`src/rtl/vending_machine.sv`:
```
// Drink vending controller.
// Coins add credit. A selection dispenses a drink once the credit covers its
// price. Any remaining credit is then returned as change. If the user drops the
// selection back to none while coins are held, the credit is refunded.
module vending_machine #(
  parameter int unsigned COIN_VALUE = 1,
  parameter int unsigned PRICE_1    = 2,
  parameter int unsigned PRICE_2    = 3,
  parameter int unsigned PRICE_3    = 5
) (
  input  logic       clk,
  input  logic       reset,
  input  logic       coin_inserted,
  input  logic [1:0] user_selection,
  output logic [3:0] balance,
  output logic [1:0] drink_dispensed
);

  typedef enum logic [1:0] {IDLE, COLLECT, DISPENSE, CHANGE} state_t;

  state_t     state;
  logic [3:0] credit;
  logic [1:0] prev_sel;
  logic [4:0] raw_sum;
  logic [3:0] sum;
  logic [3:0] price;

  function automatic logic [3:0] price_of(input logic [1:0] sel);
    case (sel)
      2'b01:   price_of = 4'(PRICE_1);
      2'b10:   price_of = 4'(PRICE_2);
      2'b11:   price_of = 4'(PRICE_3);
      default: price_of = 4'd0;
    endcase
  endfunction

  // Credit plus this edge's coin, saturating at 15; price of the current request
  always_comb begin
    raw_sum = {1'b0, credit} + (coin_inserted ? 5'(COIN_VALUE) : 5'd0);
    sum     = (raw_sum > 5'd15) ? 4'hF : raw_sum[3:0];
    price   = price_of(user_selection);
  end

  assign balance = credit;

  // Controller: collect coins, purchase / cancel, then dispense and return change
  always_ff @(posedge clk) begin
    if (reset) begin
      state           <= IDLE;
      credit          <= 4'd0;
      prev_sel        <= 2'b00;
      drink_dispensed <= 2'b00;
    end else begin
      prev_sel <= user_selection;
      case (state)
        IDLE, COLLECT: begin
          if (user_selection != 2'b00 && sum >= price) begin
            credit          <= sum - price;
            drink_dispensed <= user_selection;
            state           <= DISPENSE;
          end else if (state == COLLECT && prev_sel != 2'b00 &&
                       user_selection == 2'b00) begin
            // A selection falling back to none counts as a cancel. Holding none does not.
            credit <= sum;
            state  <= CHANGE;
          end else begin
            credit <= sum;
            state  <= (sum != 4'd0) ? COLLECT : IDLE;
          end
        end
        DISPENSE: begin
          drink_dispensed <= 2'b00;
          state           <= (credit != 4'd0) ? CHANGE : IDLE;
        end
        CHANGE: begin
          // balance showed the returned amount for one cycle; the hopper has paid it
          credit <= 4'd0;
          state  <= IDLE;
        end
        default: state <= IDLE;
      endcase
    end
  end

endmodule

```
`config.mk`:
```
export PLATFORM = sky130hd
export DESIGN_NAME = vending_machine
export DESIGN_NICKNAME = d
export VERILOG_FILES = /design/src/rtl/vending_machine.sv
export SDC_FILE = /design/constraint.sdc
export NUM_CORES = 1
export LEC_CHECK = 0
export CAP_MARGIN = 30
export CORE_MARGIN = 2
export CORE_UTILIZATION = 55
export CTS_CLUSTER_DIAMETER = 100
export DETAILED_ROUTE_END_ITERATION = 10
export PLACE_DENSITY = 0.87
export SYNTH_ARGS = -nofsm -noshare
export SYNTH_HDL_FRONTEND = slang
export SYNTH_SLANG_ARGS = --single-unit
```
`constraint.sdc`:
```
create_clock -name clk -period 6.1 [get_ports clk]
set_input_delay 1.22 -clock clk [delete_from_list [all_inputs] [get_ports clk]]
set_output_delay 1.22 -clock clk [all_outputs]
set_load 0.005 [all_outputs]
```
=== Yosys cells after proc, flatten, opt, wreduce, memory -nomap -nowiden ===
Index checks and enable logic that the tools add are counted.

* Add/subtract/negate cells: 2
* Order comparisons: 2
* Equality and inequality tests: 7
* Multiplexer cells: 12
* Reductions and logical operators: 13

{| class="wikitable"
|+ Operator list
! operator !! number
|-
| 3-bit case mux with 3 select lines || 1
|-
| 2-bit == test (second input constant) || 4
|-
| 2-bit two-way mux || 4
|-
| 4-bit two-way mux || 2
|-
| 4-bit case mux with 2 select lines || 1
|-
| 2-bit nonzero test || 4
|-
| 4-bit nonzero test || 2
|-
| 2-bit case mux with 3 select lines || 1
|-
| 4-bit by 1-bit adder with 5-bit output || 1
|-
| 5-bit by 4-bit greater-than comparator with 1-bit output (second input constant) || 1
|-
| 2-bit by 1-bit == test with 1-bit output (second input constant) || 2
|-
| 4-bit >= comparator || 1
|-
| 2-bit zero test || 2
|-
| 2-bit case mux with 2 select lines || 1
|-
| 4-bit subtractor || 1
|-
| 1-bit logical AND || 3
|-
| 1-bit two-way mux || 2
|-
| 2-bit inequality test (second input constant) || 1
|-
| 2-bit AND reduction || 1
|-
| 2-bit OR reduction || 1
|}

* Bits in registers: 10
* Input port bits: 5
* Output and inout bits: 6
* Word-level logic and storage cells: 40

=== Logic depth before layout (Yosys ltp) ===
Gate-level depths: netlist of run 1.

* Depth after elaboration: 9
* Gate-level depth with buffers: 9

=== Worst setup path before layout of run 1 ===
OpenSTA, ideal clock, no wires.

* Kind: input -> register
* From: input coin_inserted
* To: register drink_dispensed[0]
* Arrival: 3414 ps
* Data required time: 5977 ps
* Slack: 2563 ps
* Stages: 9
* Path buffers: 0
* Path through: ha_1 ha_1 a31oi_1 inv_1 ha_1 and3_1 or3_4 o211ai_2 mux2_1

* Longest elaborated chain between the ends: 8

{| class="wikitable"
|+ RTL lines
! element !! line !! source
|-
| start, declared || 13 || <nowiki>input logic coin_inserted,</nowiki>
|-
| 1-bit two-way mux (*) || 39 || <nowiki>raw_sum = {1'b0, credit} + (coin_inserted ? 5'(COIN_VALUE) : 5'd0);</nowiki>
|-
| 4-bit by 1-bit adder with 5-bit output (*) || 39 ||
|-
| 5-bit by 4-bit greater-than comparator with 1-bit output || 40 || <nowiki>sum = (raw_sum > 5'd15) ? 4'hF : raw_sum[3:0];</nowiki>
|-
| 4-bit two-way mux (*) || 40 ||
|-
| 4-bit >= comparator (*) || 57 || <nowiki>if (user_selection != 2'b00 && sum >= price) begin</nowiki>
|-
| 1-bit logical AND (*) || 57 ||
|-
| 2-bit inequality test (no source line) (*) || - ||
|-
| 2-bit AND reduction (no source line) (*) || - ||
|-
| end signal, assigned || 59 || <nowiki>drink_dispensed <= user_selection;</nowiki>
|-
| end, declared || 16 || <nowiki>output logic [1:0] drink_dispensed</nowiki>
|}

Mark *: on every way between the ends. The rest lies on a longest branch, timed or not.
A chain may end at the register's enable or synchronous reset.

=== Worst setup path in the final report of run 1 ===
Ends and elaborated chain as after synthesis.

==> impl_metrics.tcl, run 1 <==
set metrics [dict create \
    outcome "finished, final reports clean" \
    routedWlPerCell_um 13.8 \
    start_util_pct 57.7 \
    period_needed_ns 3.89 \
    setup.worst_path.start "coin_inserted" \
    num_rows 13 \
    drc 0 \
    hold_viol 0 \
    cts_resized 0 \
    grt_pass1_wl_um 2300 \
    syn_inst 82 \
    h-tree-depth 1 \
    grt_overflow_total 0 \
    areaGrowthSynthToFinish_pct 20.0 \
    fin_setup_tns_ns 0 \
    cts_hold_buffers 0 \
    crit_type "in -> reg" \
    cts_tree "built" \
    cp-end-kind "flip-flop" \
    clk_latency_ns 0.27 \
    ys_types 40 \
    avgSynthCellArea_sq_um 8.93 \
    min_period_over_period_pct 63.8 \
    critPathRequiredTime_ns 6.26 \
    dieHeight_um 40.5 \
    crit_path_start_kind "input port" \
    coreArea_sq_mm 0.00127 \
    grt_pass1_vias 558 \
    slew_headroom_pct 67.6 \
    ios 11 \
    ir_drop_v 0.000186 \
    synth_ff_type "dfxtp_1" \
    postCtsSetupBuffers 0 \
    antenna_cells 0 \
    slew_viol_final 0 \
    synth-edff-count 0 \
    clockBufferDepth 2 \
    wl_um 1500 \
    clk_pin_slew_worst_paths_ns 0.07 \
    grt_max_degree 11 \
    cts_sinks 10 \
    die_w_um 40.5 \
    cts-root-buf "clkbuf_4" \
    nets 109 \
    synth_fp_nets 96 \
    worst_pin_slew_ns 0.482 \
    portBuffers 10 \
    ys_ff_latch 10 \
    cp.arrival_ns 4.05 \
    fmax_mhz 257 \
    utilization_pct 69.2 \
    hold_path.class "reg -> reg" \
    min_from "balance[0]$_SDFFE_PP0P_" \
    synth_warnings 0 \
    drive_above_1_share_pct 9.57 \
    synth.cell_area_sq_um 732 \
    reg2reg_from "balance[0]$_SDFFE_PP0P_" \
    crit_path_max_fanout 3 \
    antenna_found_initial 0 \
    fin_skew_ns 0.00655 \
    die_area_sq_mm 0.00164 \
    dr_total_vias 657 \
    setup_viol 0 \
    dr.pass1.iters 4 \
    routabilityCongestion 0.842 \
    power.leakage_uw 0.000385 \
    dp_hpwl_um 1200 \
    layout_common_cells "10 x dfxtp_1, 10 x clkdlybuf4s50_1, 8 x inv_1, 8 x ha_1, 7 x nor2_1" \
    dr.first_iter.drc_count 13 \
    async_reset_ff_share_pct 0 \
    numCtsBuffers 3 \
    grt_use_total_pct 21.9 \
    maxCapViolations 0 \
    ant_nets 0 \
    power_density_mw_per_mm2 389 \
    yosysSeqAreaShare_pct 27.4 \
    viasPerCell 6.03 \
    rsz0062_at_grt "false" \
]
==> stage by stage <==
stage	instance area (sq um)	setup WS, ns	cells	hold slack, ns	power (uW)
CTS	878	2.20	109	0.552	341
floorplan	732	2.56	82	0.501	224
global route	878	2.05	109	0.595	370
global placement	842	2.02	105	0.536	274
detailed placement	842	1.92	105	0.539	279
finish	878	2.21	109	0.545	342
==> cell type report <==
cell class	count	area, sq um
repair buffers	10	100
clock buffers	4	36.3
fillers	101	390
well taps	15	18.8
inverters	8	30.0
multi-input cells	62	493
flip-flops and latches	10	200
==> cells in the mapped netlist, drive strengths merged (2+ instances only) <==
| library cell | n | share of area [%] |
|---|---|---|
| a21o | 2 | 2.1 |
| a21oi | 2 | 1.4 |
| a31oi | 3 | 2.6 |
| and3b | 2 | 2.4 |
| and4b | 2 | 3.2 |
| buf | 2 | 1.2 |
| dfxtp | 10 | 27 |
| ha | 8 | 14 |
| inv | 8 | 4.1 |
| mux2 | 2 | 3.1 |
| nand2 | 3 | 1.5 |
| nand3 | 3 | 2.1 |
| nor2 | 7 | 3.6 |
| nor2b | 3 | 2.6 |
| o21ai | 2 | 1.4 |
| o311ai | 2 | 2.4 |
| or2 | 2 | 1.7 |
==> metal layers <==
layer / wire, um / part of all wire (%) / vias to the layer above / global-route usage [%]
li1: - / - / 332 / -
met1: 672 / 45 / 302 / 25.4
met5: 0 / 0 / - / 0
met2: 734 / 49 / 19 / 37.7
met3: 60 / 4.0 / 4 / 5.00
met4: 31 / 2.1 / 0 / 10.0
==> power by group <==
group          switching [uW]  internal [uW]
Sequential               20.3           83.8
Combinational            86.7           89.8
Clock                    24.9           36.3
==> logic make-up (layout without fill, tap and decap cells) <==
family,count (synthesis),in the layout,synth area share (%)
AND/OR/NAND/NOR,30,30,25.5
AO/OA/AOI/OAI,20,20,21.2
flip-flops,10,10,27.4
buffers and inverters,10,22,5.30
adder cells (fa/ha/maj),9,9,16.4
multiplexers,2,2,3.08
XOR/XNOR,1,1,1.20
==> worst paths after layout <==
path,to,slack [ns],depth (start not counted)
worst max register to register,drink_dispensed[0]$_SDFFE_PP0P_,3.23,9
worst min register to register,balance[0]$_SDFFE_PP0P_,0.54,2
worst max-delay path,drink_dispensed[0]$_SDFFE_PP0P_,2.21,10
worst min-delay path,balance[0]$_SDFFE_PP0P_,0.54,2
==> critical path: stages <==
cell and delay (ns):
clkdlybuf4s50_1 0.41, ha_1 0.25, ha_1 0.30, a31oi_1 0.31
inv_1 0.09, ha_1 0.31, and3_1 0.21, or3_4 0.39
o211ai_2 0.23, mux2_1 0.35
==> sequential cells by signal (all words and copies together), names as in the netlist <==
name,count
balance,4
drink_dispensed,2
prev_sel,2
state,2
Note: power is estimated with default switching activity, not from simulation.
==> inputs of run 2 (changes only) <==
--- a/config.mk
+++ b/config.mk
@@ -7,10 +7,10 @@
 export LEC_CHECK = 0
 export CAP_MARGIN = 30
 export CORE_MARGIN = 2
-export CORE_UTILIZATION = 55
+export CORE_UTILIZATION = 51
 export CTS_CLUSTER_DIAMETER = 100
 export DETAILED_ROUTE_END_ITERATION = 10
-export PLACE_DENSITY = 0.87
+export PLACE_DENSITY = 0.82
 export SYNTH_ARGS = -nofsm -noshare
 export SYNTH_HDL_FRONTEND = slang
 export SYNTH_SLANG_ARGS = --single-unit
==> constraint.sdc (replaced) <==
create_clock -name clk -period 3.78 [get_ports clk]
set_input_delay 0.756 -clock clk [delete_from_list [all_inputs] [get_ports clk]]
set_output_delay 0.756 -clock clk [all_outputs]
set_load 0.005 [all_outputs]
==> run 2 against run 1 <==
  * Routed wire length increased by 9.4%
  * Clock skew decreased by 0.0033 ns
  * Core utilization fell by 2.0 points
  * Non-clock buffer count is 1 higher
  * Global-route usage down 0.46 points
  * Sequential power rose by 63%
  * First-iteration DRC count is 77% higher
  * Count of clock-buffer cells in the layout stayed put
  * Flip-flop and latch count did not move
  * Critical endpoint is now drink_dispensed[1]$_SDFFE_PP0P_
  * Setup slack got worse by 1.7 ns
==> impl_metrics.tcl, run 2 (synthesis gave the netlist of run 1 again) <==
set metrics [dict create \
    fin_skew_ns 0.00320 \
    layout_common_cells "10 x dfxtp_1, 10 x clkdlybuf4s50_1, 8 x inv_1, 8 x ha_1, 7 x nor2_1" \
    start_util_pct 55.6 \
    routabilityCongestion 0.855 \
    antenna_cells 0 \
    power.leakage_uw 0.000390 \
    wl_um 1640 \
    die_w_um 41.9 \
    areaGrowthSynthToFinish_pct 21.0 \
    stdcell_area_sq_um 886 \
    hold_viol 0 \
    ios 11 \
    antenna_found_initial 0 \
    nets 110 \
    cts_sinks 10 \
    dp_hpwl_um 1260 \
    grt_max_degree 11 \
    cts-root-buf "clkbuf_4" \
    cts_tree "built" \
    critPathRequiredTime_ns 3.94 \
    num-fill-cells 118 \
    numCtsBuffers 3 \
    crit_type "in -> reg" \
    cts_resized 0 \
    min_from "state[0]$_SDFF_PP0_" \
    dieHeight_um 41.9 \
    crit_path_start_kind "input port" \
    crit_path_cell_trace "clkdlybuf4s50_1 -> ha_1 -> ha_1 -> nand3b_1 -> o21a_1 -> ha_1 -> and3_1 -> or3_4 -> o211ai_2 -> mux2_1" \
    ir_drop_v 0.000319 \
    crit_path_max_incr_delay_ns 0.46 \
    outcome "finished, final reports clean" \
    dr_total_vias 668 \
    reg2reg_from "balance[0]$_SDFFE_PP0P_" \
    min_period_over_period_pct 86.6 \
    routedWlPerCell_um 14.9 \
    setup.worst_path.start "coin_inserted" \
    grt_overflow_total 0 \
    num_rows 13 \
    h-tree-depth 1 \
    crit_slowest_cell "clkdlybuf4s50_1" \
    crit_path_max_fanout 5 \
    fmax_mhz 305 \
    power_density_mw_per_mm2 634 \
    postPlaceCellArea_sq_um 850 \
    ant_nets 0 \
    grt_use_total_pct 21.5 \
    worst_path_most_repeated_cell "ha_1" \
    hold_path.class "reg -> reg" \
    fin_setup_tns_ns 0 \
    postCtsSetupBuffers 0 \
    dr.pass1.iters 4 \
    grt_pass1_vias 626 \
    period_needed_ns 3.27 \
    clk_pin_slew_worst_paths_ns 0.07 \
    portBuffers 10 \
    cts_hold_buffers 0 \
    setup_viol 0 \
    maxCapViolations 0 \
    drc 0 \
    setup_slack_ns 0.506 \
    drive_above_1_share_pct 10.5 \
    cp-end-kind "flip-flop" \
    worst-path-buf-inv 1 \
    rsz0062_at_grt "false" \
    largest_reg_flops 4 \
    clockBufferDepth 2 \
    cp.arrival_ns 3.43 \
    dr.first_iter.drc_count 23 \
    viasPerCell 6.07 \
    pre_cts_ws_ns 0.252 \
    crit_family "adder cells" \
    grt_pass1_wl_um 2790 \
    clk_latency_ns 0.27 \
    worst_pin_slew_ns 0.469 \
    coreArea_sq_mm 0.00132 \
    post-place-cells 106 \
    slew_headroom_pct 68.4 \
    die_area_sq_mm 0.00175 \
    slew_viol_final 0 \
    finalNonFillerCells 110 \
]
run 2: cell count changes in the layout (fill, tap and decap cells not counted), sizes merged:
cell / delta
buf: +1
run 2: metal layers:
layer  part of all wire [%]  track usage, %  vias to the layer above
li1                       -               -                      334
met3                    5.1            3.91                        8
met2                     48            34.1                       27
met5                      0               0                        -
met1                     44            26.3                      299
met4                    3.7            14.2                        0
run 2: final timing paths:
kind	to	cells past startpoint	slack, ns
min	state[1]$_SDFF_PP0_	2	0.57
max	drink_dispensed[1]$_SDFFE_PP0P_	10	0.51
min reg2reg	state[1]$_SDFF_PP0_	2	0.57
max reg2reg	drink_dispensed[1]$_SDFFE_PP0P_	9	1.01
run 2: cell type report:
cell class,count,area (sq um),share of cell area (%)
clock buffer,4,36.3,4.10
timing repair buffer,11,108,12.1
sequential,10,200,22.6
multi-input combinational,62,493,55.6
inverter,8,30.0,3.39
tap,15,18.8,2.12
run 2: report_power, final:
group	leakage, uW	switching [uW]	internal, uW
sequential	0.0000827	33.7	135
combinational	0.000286	141	151
clock	0.0000210	42.2	58.6
run 2: metrics by stage:
step                utilization, %  hold slack, ns  total power (uW)
finish                        67.2           0.570               561
global route                  67.2           0.611               603
CTS                           67.2           0.571               559
detailed placement            64.5           0.561               459
global placement              64.5           0.543               449
floorplan                        -           0.501               361
run 2: tightest hold or removal path, stage by stage, from the launching register on:
cell,delay (ns)
dfxtp_1,0.33
o2111ai_1,0.09
a31oi_1,0.09
==> inputs of run 3 (changes only) <==
==> constraint.sdc (replaced) <==
create_clock -name clk -period 3.3 [get_ports clk]
set_input_delay 0.66 -clock clk [delete_from_list [all_inputs] [get_ports clk]]
set_output_delay 0.66 -clock clk [all_outputs]
set_load 0.005 [all_outputs]
==> run 3 against run 2 <==
  * Critical path depth unchanged
  * Design area up 4.2%
  * Register-to-register slack lost 0.40 ns
  * Flip-flop and latch count unchanged
  * Critical path type unchanged
  * Highest routed layer unchanged
==> impl_metrics.tcl, run 3 (synthesis gave the netlist of run 1 again) <==
set metrics [dict create \
    postCtsSetupBuffers 0 \
    drc 0 \
    crit_path_start_kind "input port" \
    routedWlPerCell_um 14.7 \
    layout_common_cells "10 x dfxtp_1, 10 x clkdlybuf4s50_1, 8 x inv_1, 8 x ha_1" \
    dr.first_iter.drc_count 23 \
    num-fill-cells 105 \
    cp-end-kind "flip-flop" \
    min_period_over_period_pct 96.2 \
    utilization_pct 70.1 \
    slew_viol_final 0 \
    routabilityCongestion 0.856 \
    nets 116 \
    ios 11 \
    viasPerCell 5.97 \
    ant_nets 0 \
    antenna_cells 0 \
    period_needed_ns 3.17 \
    outcome "finished, final reports clean" \
    grt.busiest_layer "met2" \
    slew_headroom_pct 73.1 \
    power_density_mw_per_mm2 719 \
    clockBufferDepth 2 \
    die_area_sq_mm 0.00175 \
    grt_overflow_total 0 \
    grt_max_degree 11 \
    dr.pass1.iters 6 \
    fin_skew_ns 0.00533 \
    h-tree-depth 1 \
    setup_viol 0 \
    start_util_pct 55.6 \
    areaGrowthSynthToFinish_pct 26.2 \
    finalNonFillerCells 115 \
    crit_type "in -> reg" \
    cts_sinks 10 \
    coreArea_sq_mm 0.00132 \
    stdcell_area_sq_um 923 \
    drive_above_1_share_pct 16.0 \
    largest_reg_flops 4 \
    fmax_mhz 315 \
    wl_um 1690 \
    ir_drop_v 0.000360 \
    grt_use_met1_pct 28.8 \
    post-place-cells 112 \
    dieHeight_um 41.9 \
    power.leakage_uw 0.000412 \
    dr_total_vias 687 \
    hold_viol 0 \
    postPlaceCellArea_sq_um 895 \
    clk_pin_slew_worst_paths_ns 0.06 \
    numCtsBuffers 3 \
    cts_tree "built" \
    crit_path_max_fanout 3 \
    dp_hpwl_um 1310 \
    grt_pass1_vias 663 \
    clk_latency_ns 0.27 \
    worst_pin_slew_ns 0.401 \
    fin_setup_tns_ns 0 \
    hold_path.class "reg -> reg" \
    critPathRequiredTime_ns 3.45 \
    grt_use_total_pct 21.6 \
    rsz0062_at_grt "false" \
    cp.arrival_ns 3.32 \
    cts_resized 0 \
    cts_hold_buffers 0 \
    maxCapViolations 0 \
    grt_use_met3_pct 5.65 \
    portBuffers 10 \
    grtUsageMet2_pct 32.5 \
    num_rows 13 \
    antenna_found_initial 0 \
    die_w_um 41.9 \
    grt_pass1_wl_um 2900 \
    cts-root-buf "clkbuf_4" \
]
==> run 3: cell types whose count changed in the layout (fill, tap and decap cells not counted), sizes merged <==
cell,before,now
clkbuf,4,3
buf,1,7
==> run 3: report_power, final <==
group          internal, uW  switching (uW)
registers               155            39.0
logic                   213             175
clock network          42.1            40.3
==> run 3: final cells by class <==
cell class / instances / area, sq um / area share, %
multi-input cells: 62 / 499 / 54.1
repair buffers: 17 / 153 / 16.5
inverters: 8 / 30.0 / 3.25
flip-flops and latches: 10 / 200 / 21.7
well taps: 15 / 18.8 / 2.03
clock buffers: 3 / 22.5 / 2.44
==> run 3: path summary, 6_finish.rpt <==
kind / start / end / slack, ns / depth (start not counted)
worst min-delay path: balance[0]$_SDFFE_PP0P_ / balance[0]$_SDFFE_PP0P_ / 0.56 / 2
worst min register to register: balance[0]$_SDFFE_PP0P_ / balance[0]$_SDFFE_PP0P_ / 0.56 / 2
worst max-delay path: coin_inserted / drink_dispensed[1]$_SDFFE_PP0P_ / 0.13 / 10
worst max register to register: balance[0]$_SDFFE_PP0P_ / drink_dispensed[1]$_SDFFE_PP0P_ / 0.61 / 9
==> run 3: worst max-delay path, stage by stage <==
cell and delay, ns:
clkdlybuf4s50_1 0.41, ha_1 0.23, ha_1 0.33, a31oi_2 0.21
inv_1 0.07, ha_1 0.30, and3_1 0.19, or3_4 0.38
o211ai_2 0.22, mux2_1 0.35
==> run 3: through the flow <==
stage | worst slack [ns] | hold WS (ns) | total power (uW)
6_report | 0.126 | 0.558 | 664
5_1_grt | 0.00652 | 0.582 | 722
4_1_cts | 0.113 | 0.547 | 655
3_5_place_dp | -0.149 | 0.540 | 572
3_3_place_gp | -0.0625 | 0.533 | 562
2_1_floorplan | 0.323 | 0.501 | 414
==> run 3: layer usage <==
metal  share of wire (%)  vias to the layer above
li1                    -                      346
met1                  46                      317
met2                  48                       22
met3                 4.4                        2
met4                 1.0                        0
met5                   0                        -
